==> config.mk <==
export PLATFORM = sky130hd
export DESIGN_NAME = hp_bar_renderer
export DESIGN_NICKNAME = d
export VERILOG_FILES = /design/src/rtl/pokemon_pkg.sv /design/src/rtl/bar_pixel_gen.sv /design/src/rtl/hp_bar_renderer.sv
export SDC_FILE = /design/constraint.sdc
export NUM_CORES = 1
export LEC_CHECK = 0
export BUFFER_PORTS_ARGS = -buffer_cell sky130_fd_sc_hd__buf_2
export CAP_MARGIN = 10
export CORE_ASPECT_RATIO = 0.9
export CORE_MARGIN = 2
export CORE_UTILIZATION = 45
export DETAILED_ROUTE_END_ITERATION = 6
export GPL_TIMING_DRIVEN = 0
export PLACE_DENSITY_LB_ADDON = 0.08
export SLEW_MARGIN = 25
export SYNTH_ARGS = -nofsm -noshare
export SYNTH_HDL_FRONTEND = slang
export SYNTH_SLANG_ARGS = --single-unit
==> constraint.sdc <==
create_clock -name clock -period 7.9 [get_ports clock]
set_input_delay 0.395 -clock clock [delete_from_list [all_inputs] [get_ports clock]]
set_output_delay 0.395 -clock clock [all_outputs]
set_load 0.01 [all_outputs]
==> src/rtl/pokemon_pkg.sv <==
// -----------------------------------------------------------------------------
// pokemon_pkg
// Shared constants and types for the Pokemon battle display blocks.
//   - Framebuffer geometry (160x120, 6-bit RRGGBB colour)
//   - Colour constants used by the HP bar renderer
//   - Renderer state encoding
//   - clamp_hp(): saturate an HP value at a maximum
// -----------------------------------------------------------------------------
package pokemon_pkg;

    localparam int SCREEN_W = 160;
    localparam int SCREEN_H = 120;

    localparam logic [5:0] COL_GREEN  = 6'b001100;
    localparam logic [5:0] COL_YELLOW = 6'b111100;
    localparam logic [5:0] COL_RED    = 6'b110000;
    localparam logic [5:0] COL_GREY   = 6'b010101;
    localparam logic [5:0] COL_WHITE  = 6'b111111;

    typedef enum logic [1:0] {
        IDLE  = 2'd0,
        DRAW1 = 2'd1,
        DRAW2 = 2'd2,
        DONE  = 2'd3
    } state_t;

    function automatic logic [6:0] clamp_hp(input logic [6:0] hp,
                                            input logic [6:0] hp_max);
        return (hp > hp_max) ? hp_max : hp;
    endfunction

endpackage

==> src/rtl/bar_pixel_gen.sv <==
// -----------------------------------------------------------------------------
// bar_pixel_gen
// Purely combinational pixel generator for one HP bar.
//   col    in  7  column counter within the bar region
//   row    in  4  row counter within the bar region
//   hp     in  7  latched (clamped) HP of the bar being drawn
//   org_x  in  8  left column of the bar region
//   org_y  in  7  top row of the bar region
//   x      out 8  framebuffer column  (org_x + col)
//   y      out 7  framebuffer row     (org_y + row)
//   colour out 6  fill / grey / (border) colour
// Macro HP_BAR_BORDER_EN: region includes a 1-pixel white frame; the fill
// column is then col-1.
// -----------------------------------------------------------------------------
module bar_pixel_gen
    import pokemon_pkg::*;
#(
    parameter int BAR_W  = 40,
`ifdef HP_BAR_BORDER_EN
    parameter int BAR_H  = 4,
`endif
    parameter int HP_MAX = 100
) (
    input  logic [6:0] col,
    input  logic [3:0] row,
    input  logic [6:0] hp,
    input  logic [7:0] org_x,
    input  logic [6:0] org_y,
    output logic [7:0] x,
    output logic [6:0] y,
    output logic [5:0] colour
);

    logic [6:0]  fill_c;
    logic [13:0] lhs;
    logic [13:0] rhs;
    logic        filled;
    logic [5:0]  fill_colour;

    assign x = org_x + 8'(col);
    assign y = org_y + 7'(row);

    always_comb begin
        if (hp > 7'(HP_MAX / 2))
            fill_colour = COL_GREEN;
        else if (hp > 7'(HP_MAX / 4))
            fill_colour = COL_YELLOW;
        else
            fill_colour = COL_RED;

`ifdef HP_BAR_BORDER_EN
        fill_c = col - 7'd1;
`else
        fill_c = col;
`endif
        // c*HP_MAX < hp*BAR_W  <=>  c < hp*BAR_W/HP_MAX, without a divider
        lhs    = 14'(fill_c) * 14'(HP_MAX);
        rhs    = 14'(hp) * 14'(BAR_W);
        filled = (lhs < rhs);

        colour = filled ? fill_colour : COL_GREY;

`ifdef HP_BAR_BORDER_EN
        if (col == 7'd0 || col == 7'(BAR_W + 1) ||
            row == 4'd0 || row == 4'(BAR_H + 1))
            colour = COL_WHITE;
`endif
    end

endmodule

==> src/rtl/hp_bar_renderer.sv <==
// -----------------------------------------------------------------------------
// hp_bar_renderer
// Draws both HP bars into the 160x120 framebuffer, one pixel per clock.
//   clock  in  1  system clock
//   reset  in  1  synchronous, active-high reset
//   start  in  1  one-cycle redraw request (ignored while busy / done)
//   hp1    in  7  player-1 HP, sampled when start is accepted
//   hp2    in  7  player-2 HP, sampled when start is accepted
//   busy   out 1  high while drawing
//   done   out 1  one-cycle pulse after the last pixel
//   x      out 8  framebuffer column
//   y      out 7  framebuffer row
//   colour out 6  RRGGBB
//   plot   out 1  write strobe to vga_adapter
// Macro HP_BAR_BORDER_EN: each bar gets a 1-pixel white frame.
//
// state | meaning
// IDLE  | waiting for start
// DRAW1 | emitting bar-1 pixels, row-major
// DRAW2 | emitting bar-2 pixels, row-major
// DONE  | one cycle: done=1, busy=0
// -----------------------------------------------------------------------------
module hp_bar_renderer
    import pokemon_pkg::*;
#(
    parameter int BAR_W  = 40,
    parameter int BAR_H  = 4,
    parameter int HP_MAX = 100,
    parameter int P1_X   = 8,
    parameter int P1_Y   = 100,
    parameter int P2_X   = 112,
    parameter int P2_Y   = 10
) (
    input  logic       clock,
    input  logic       reset,
    input  logic       start,
    input  logic [6:0] hp1,
    input  logic [6:0] hp2,
    output logic       busy,
    output logic       done,
    output logic [7:0] x,
    output logic [6:0] y,
    output logic [5:0] colour,
    output logic       plot
);

`ifdef HP_BAR_BORDER_EN
    localparam int REG_W = BAR_W + 2;
    localparam int REG_H = BAR_H + 2;
    localparam int OFS   = 1;
`else
    localparam int REG_W = BAR_W;
    localparam int REG_H = BAR_H;
    localparam int OFS   = 0;
`endif

    localparam logic [6:0] COL_LAST = 7'(REG_W - 1);
    localparam logic [3:0] ROW_LAST = 4'(REG_H - 1);
    localparam logic [7:0] B1_X     = 8'(P1_X - OFS);
    localparam logic [6:0] B1_Y     = 7'(P1_Y - OFS);
    localparam logic [7:0] B2_X     = 8'(P2_X - OFS);
    localparam logic [6:0] B2_Y     = 7'(P2_Y - OFS);

    state_t     state, state_nx;
    logic [6:0] col_cnt;
    logic [3:0] row_cnt;
    logic [6:0] hp1_l, hp2_l;
    logic       last_pix;

    logic [6:0] hp_sel;
    logic [7:0] org_x_sel;
    logic [6:0] org_y_sel;
    logic [7:0] gen_x;
    logic [6:0] gen_y;
    logic [5:0] gen_colour;

    logic       busy_d, done_d, plot_d;
    logic [7:0] x_d;
    logic [6:0] y_d;
    logic [5:0] colour_d;

    assign last_pix = (col_cnt == COL_LAST) && (row_cnt == ROW_LAST);

    // state register
    always_ff @(posedge clock) begin
        if (reset)
            state <= IDLE;
        else
            state <= state_nx;
    end

    // next-state logic
    always_comb begin
        state_nx = state;
        case (state)
            IDLE:    if (start)    state_nx = DRAW1;
            DRAW1:   if (last_pix) state_nx = DRAW2;
            DRAW2:   if (last_pix) state_nx = DONE;
            DONE:                  state_nx = IDLE;
            default:               state_nx = IDLE;
        endcase
    end

    // counters and HP latches
    always_ff @(posedge clock) begin
        if (reset) begin
            col_cnt <= '0;
            row_cnt <= '0;
            hp1_l   <= '0;
            hp2_l   <= '0;
        end else begin
            case (state)
                IDLE: if (start) begin
                    col_cnt <= '0;
                    row_cnt <= '0;
                    hp1_l   <= clamp_hp(hp1, 7'(HP_MAX));
                    hp2_l   <= clamp_hp(hp2, 7'(HP_MAX));
                end
                DRAW1, DRAW2: begin
                    // wrapping on the last pixel also clears for the next bar
                    if (col_cnt == COL_LAST) begin
                        col_cnt <= '0;
                        row_cnt <= (row_cnt == ROW_LAST) ? 4'd0 : row_cnt + 4'd1;
                    end else begin
                        col_cnt <= col_cnt + 7'd1;
                    end
                end
                default: ;
            endcase
        end
    end

    // single generator shared by both bars
    always_comb begin
        if (state == DRAW2) begin
            hp_sel    = hp2_l;
            org_x_sel = B2_X;
            org_y_sel = B2_Y;
        end else begin
            hp_sel    = hp1_l;
            org_x_sel = B1_X;
            org_y_sel = B1_Y;
        end
    end

    bar_pixel_gen #(
        .BAR_W  (BAR_W),
`ifdef HP_BAR_BORDER_EN
        .BAR_H  (BAR_H),
`endif
        .HP_MAX (HP_MAX)
    ) u_gen (
        .col    (col_cnt),
        .row    (row_cnt),
        .hp     (hp_sel),
        .org_x  (org_x_sel),
        .org_y  (org_y_sel),
        .x      (gen_x),
        .y      (gen_y),
        .colour (gen_colour)
    );

    // output logic (next values of the output registers)
    always_comb begin
        busy_d   = 1'b0;
        done_d   = 1'b0;
        plot_d   = 1'b0;
        x_d      = x;
        y_d      = y;
        colour_d = colour;
        case (state)
            IDLE:    busy_d = start;
            DRAW1, DRAW2: begin
                busy_d   = 1'b1;
                plot_d   = 1'b1;
                x_d      = gen_x;
                y_d      = gen_y;
                colour_d = gen_colour;
            end
            DONE:    done_d = 1'b1;
            default: ;
        endcase
    end

    always_ff @(posedge clock) begin
        if (reset) begin
            busy   <= 1'b0;
            done   <= 1'b0;
            plot   <= 1'b0;
            x      <= '0;
            y      <= '0;
            colour <= '0;
        end else begin
            busy   <= busy_d;
            done   <= done_d;
            plot   <= plot_d;
            x      <= x_d;
            y      <= y_d;
            colour <= colour_d;
        end
    end

endmodule

Word-level counts from Yosys, hierarchy flattened

Cells that the tools add are included.

Flip-flop bits (word level): 51
Word-level logic and storage cells: 61

Add/sub/neg operators: 4
Multiply operators: 2
Order comparisons: 5
Equality and inequality tests: 9
Mux-type cells: 22
Reductions and logical operators: 8

Operators with widths:

| operator               | number |
|---|---|
| $mux W7                | 7 |
| $mux W4                | 4 |
| $gt A7 B7 Y1 const B   | 2 |
| $lt A14 B13 Y1         | 1 |
| $pmux W7 S2            | 1 |
| $mul A7 B5 Y12 const B | 1 |
| $mux W6                | 2 |
| $mul A7 B3 Y10 const B | 1 |
| $add A7 B7 Y8          | 1 |
| $ne A2 B2 Y1 const B   | 4 |
| $pmux W2 S4            | 1 |
| $pmux W4 S2            | 1 |
| $add A7 B1 Y7 const B  | 1 |
| $add A7 B4 Y7          | 1 |
| $eq A7 B6 Y1 const B   | 1 |
| $gt A7 B5 Y1 const B   | 1 |
| $gt A7 B6 Y1 const B   | 1 |
| $mux W2                | 3 |
| $reduce_and A3 Y1      | 2 |
| $add A4 B1 Y4 const B  | 1 |
| $eq A2 B2 Y1 const B   | 2 |
| $eq A4 B2 Y1 const B   | 1 |
| $reduce_and A2 Y1      | 2 |
| $eq A2 B1 Y1 const B   | 1 |
| other kinds (6)        | 7 |

Logic depth before layout (Yosys ltp)

Word-level depth: 6
Gate-level depth with buffers: 18

By module

Synthesis repeated with hierarchy kept, for this count alone.

Cells, all modules: 431
Area, all modules: 3834.9 µm²

Modules (own cells, without submodules):

| module          | times used | cells an instance | area an instance (µm²) |
|---|---|---|---|
| hp_bar_renderer | 1          | 242               | 2227.1 |
| bar_pixel_gen   | 1          | 189               | 1607.8 |

Least setup slack after synthesis

No wires, ideal clock.

Path type: reg2reg
Start: reg col_cnt[3]
End: reg colour[3]
Arrival: 3.642 ns
Data required time: 7.839 ns
Slack: 4.197 ns
Cell stages (with the launch flop): 16
Cell sequence: dfxtp_1 inv_1 ha_1 inv_1 ha_1 fa_1 ha_1 nor2b_1 o21ai_0 a21boi_0 or4_1 nand3_1 ha_1 and4_1 a2111oi_2 a32o_1

Longest elaborated chain between the ends: 3

Ends and longest elaborated chain:

| element                | RTL line               | text |
|---|---|---|
| from (decl)            | hp_bar_renderer.sv:65  | `logic [6:0] col_cnt;` |
| from (signal assigned) | hp_bar_renderer.sv:125 | `col_cnt <= col_cnt + 7'd1;` |
| $mul A7 B5 Y12         | bar_pixel_gen.sv:57    | `lhs = 14'(fill_c) * 14'(HP_MAX);` |
| $lt A14 B13 Y1         | bar_pixel_gen.sv:59    | `filled = (lhs < rhs);` |
| $mux W6                | bar_pixel_gen.sv:61    | `colour = filled ? fill_colour : COL_GREY;` |
| to (signal assigned)   | hp_bar_renderer.sv:199 | `colour <= colour_d;` |
| to (decl)              | hp_bar_renderer.sv:43  | `output logic [5:0] colour,` |

Every way passes these cells.
A chain may end at the register's enable or synchronous reset.

Worst setup path in the final report

Start: reg state[0]
End: reg colour[4]

Longest elaborated chain between the ends: 5
Elaborated cells between the ends (all ways): 9
Classes of those cells: 1 x mul; 2 x order compare; 2 x eq/ne; 3 x mux; 1 x reduce/logical

Ends and longest elaborated chain:

| element                                               | RTL line                                       | text |
|---|---|---|
| from (decl)                                           | hp_bar_renderer.sv:64                          | `state_t state, state_nx;` |
| from (signal assigned)                                | hp_bar_renderer.sv:89                          | `state <= state_nx;` |
| $eq A2 B2 Y1                                          | hp_bar_renderer.sv:135, hp_bar_renderer.sv:171 |  |
| $mux W7                                               | hp_bar_renderer.sv:135                         | `if (state == DRAW2) begin` |
| $mul A7 B3 Y10 / $gt A7 B6 Y1 (equally long branches) | bar_pixel_gen.sv:58, bar_pixel_gen.sv:44       |  |
| $lt A14 B13 Y1 / $mux W6 (equally long branches)      | bar_pixel_gen.sv:59, bar_pixel_gen.sv:44       |  |
| $mux W6                                               | bar_pixel_gen.sv:61                            |  |

Parallel ways exist; a longest one is shown, timed or not.

==> reports/metrics.yaml <==
postCtsSetupRepairBufs: 0
antenna_found_initial: 0
clkSlewWorstSetupHoldPaths_ns: 0.09
layout-drive-gt1-share_pct: 13.6
worst-slew-pin-transition_ns: 0.643
mappedNetlistArea_um2: 3370
synth_enable_flop_cells: 0
final_antenna_net_count: 0
timing.final.crit_share_pct: 53.4
final_cell_mix: "ha_1, nor2_1, dfxtp_1, buf_2, inv_1"
rows: 29
setup_viol: 0
detailedRoute.firstPassIterationCount: 4
grt_max_degree: 15
die_h_um: 86.0
cts.htree.levels: 2
fillerInstances: 678
design.die.area_um2: 8190
cts_num_sinks: 49
tritoncts_clock_tree: "yes"
worst-path-buf-inv: 3
hpwl_mm: 5.86
timing.max_slew.rel_slack_pct: 55.9
min-delay-path-class: "primary input to flop"
unrepaired_setup_endpoints_after_global_routing: "no"
top_level_ports: 41
cp_cell_sequence: "inv_1, ha_1, buf_6, mux2i_1, inv_1, xnor2_1, ha_1, a21o_1, a21oi_1, o21bai_1, a21oi_1, xnor2_1, ha_1, a21o_1, a221oi_2, a311oi_1"
width_of_the_die_um: 95.2
post-layout-total-power_mw: 1.02
clock-root-buffer: "clkbuf_8"
grt_first_pass_wirelength_mm: 12.3
final_common_cell: "ha_1"
portBuffers: 38
post_drt_wl_per_cell_um: 14.1
yosys_warnings: 0
grt_util_all_layers_pct: 18.9
critPathKind: "flop to flop"
flow.area_growth_from_synthesis_pct: 11.6
first_global_vias: 2590
cts_hold_buf: 0
finalSetupTns_ns: 0
synthesis.nets: 458
core_area_um2: 7150
detail_route.wirelength_mm: 7.31
slew_violations: 0
max-vdd-ir-drop_uv: 140
insertedDiodeCount: 0
drc: 0
fin_skew_ns: 0.00598
most_frequent_cp_cell: "ha_1"
max_cap_viol_count: 0
synthArstFlopShare_pct: 0
hold_violations: 0
start_util_pct: 47.1
multiInputGateArea_um2: 2210
synth_sequential_area_ratio_pct: 29.1
placedInstanceArea_um2: 3670
tritoncts.num_buffers: 5
cts_buffer_depth: 2
regArea_um2: 981
worstPathArrival_ns: 4.37
fin_crit_ns: 4.22
gate_count_after_technology_mapping: 380
drt_iter0_drc: 73
powerDensity_nw_per_um2: 271
gp_routability_congestion: 0.791
post-route-cell-area_um2: 3750
ys_flop_type: "dfxtp_1"
via_per_inst: 5.17
cts_resized: 0
dpl_worst_slack_ns: 3.68
leakagePower_nw: 1.81
postSynthAreaPerCell_um2: 8.86
post_synth_num_cell_types: 55
worstSetupStartpointType: "flop"
final_core_util_pct: 52.5
critPathTopFamily: "compound AO/OA/AOI/OAI gates"
clock.fmax_ghz: 0.237
grt.overflow.total: 0
cpMaxStageDelayCell: "ha_1"
critical_path_required_ns: 8.05
run_status: "complete, no violations"
via_count: 2684
clk-insertion-delay-late_ns: 0.29
critical_path.max_stage_delay_ns: 0.48
final_net_count: 503
worstSetupEndpointType: "flop"
final_critical_path_setup_slack_ns: 3.68
synth.ff_latch_count: 49
crit_fanout: 10
## worst paths after layout
kind / from / endpoint / slack [ns] / cells past startpoint
hold reg to reg: hp2_l[5] / hp2_l[5] / 0.46 / 2
hold / removal: hp1[2] / hp1_l[2] / 0.35 / 3
setup / recovery: state[0] / colour[4] / 3.68 / 16
setup reg to reg: state[0] / colour[4] / 3.68 / 16
## state kept, by name (all words and copies together), names as in the netlist
name,cells
state,2
x,8
hp1_l,7
y,6
colour,5
plot,1
col_cnt,7
hp2_l,7
busy,1
row_cnt,4
done,1
## cell type report
class                      count  area share [%]
multi-input combinational    289            58.9
sequential                    49            26.1
timing repair buffer          38            5.06
tap                           93            3.10
inverter                      29            2.90
clock buffer                   6            1.93
buffer                        13            1.73
clock inverter                 2           0.267
## worst reg2reg max path: stages, from the launching register on
cell	delay [ns]
dfxtp_1	0.34
inv_1	0.12
ha_1	0.48
buf_6	0.24
mux2i_1	0.34
inv_1	0.13
xnor2_1	0.29
ha_1	0.28
a21o_1	0.15
a21oi_1	0.21
o21bai_1	0.09
a21oi_1	0.17
xnor2_1	0.14
ha_1	0.28
a21o_1	0.18
a221oi_2	0.47
a311oi_1	0.16
## where the power goes
| part | total [mW] | switching [mW] | internal (mW) | leakage [nW] |
|---|---|---|---|---|
| combinational | 0.527 | 0.312 | 0.215 | 1.37 |
| sequential | 0.347 | 0.0400 | 0.307 | 0.400 |
| clock | 0.141 | 0.0797 | 0.0616 | 0.0450 |
| total | 1.02 | 0.432 | 0.584 | 1.81 |
## cells by family (layout without fill, tap and decap cells)
group,Yosys count,after routing,share of synthesized area (%)
AO/OA/AOI/OAI,81,81,16.5
XOR/XNOR,20,20,5.20
adder cells (fa/ha/maj),61,61,23.8
buffers and inverters,42,88,5.17
flip-flops,49,49,29.1
multiplexers,16,16,5.24
other,1,1,0.111
AND/OR/NAND/NOR,110,110,14.8
## synthesized netlist by cell type, drive strengths merged, types with 6 or more instances
| cell type | number | share of area, % |
|---|---|---|
| a21o | 6 | 1.3 |
| nor2 | 51 | 5.7 |
| a22oi | 9 | 2.0 |
| nand2 | 24 | 2.7 |
| o21ai | 12 | 1.8 |
| a21oi | 24 | 3.6 |
| xor2 | 7 | 1.8 |
| inv | 29 | 3.2 |
| mux2i | 15 | 4.8 |
| clkbuf | 8 | 0.89 |
| nand3 | 6 | 0.89 |
| ha | 56 | 21 |
| a211oi | 10 | 2.5 |
| xnor2 | 13 | 3.4 |
| dfxtp | 49 | 29 |
## per-stage QoR
stage | cells | hold slack, ns
after floorplan | 380 | 0.436
after global placement | 511 | 0.444
after detailed placement | 511 | 0.448
after CTS | 519 | 0.336
after global routing | 519 | 0.333
final | 519 | 0.347
## routing by layer
metal	global-route usage, %	share of wire [%]	vias up
met2	30.9	45	46
met1	26.6	51	1213
li1	-	-	1423
met3	2.99	3.7	2
met5	0	0	-
met4	2.77	0.33	0
(Power assumes the default switching activity.)
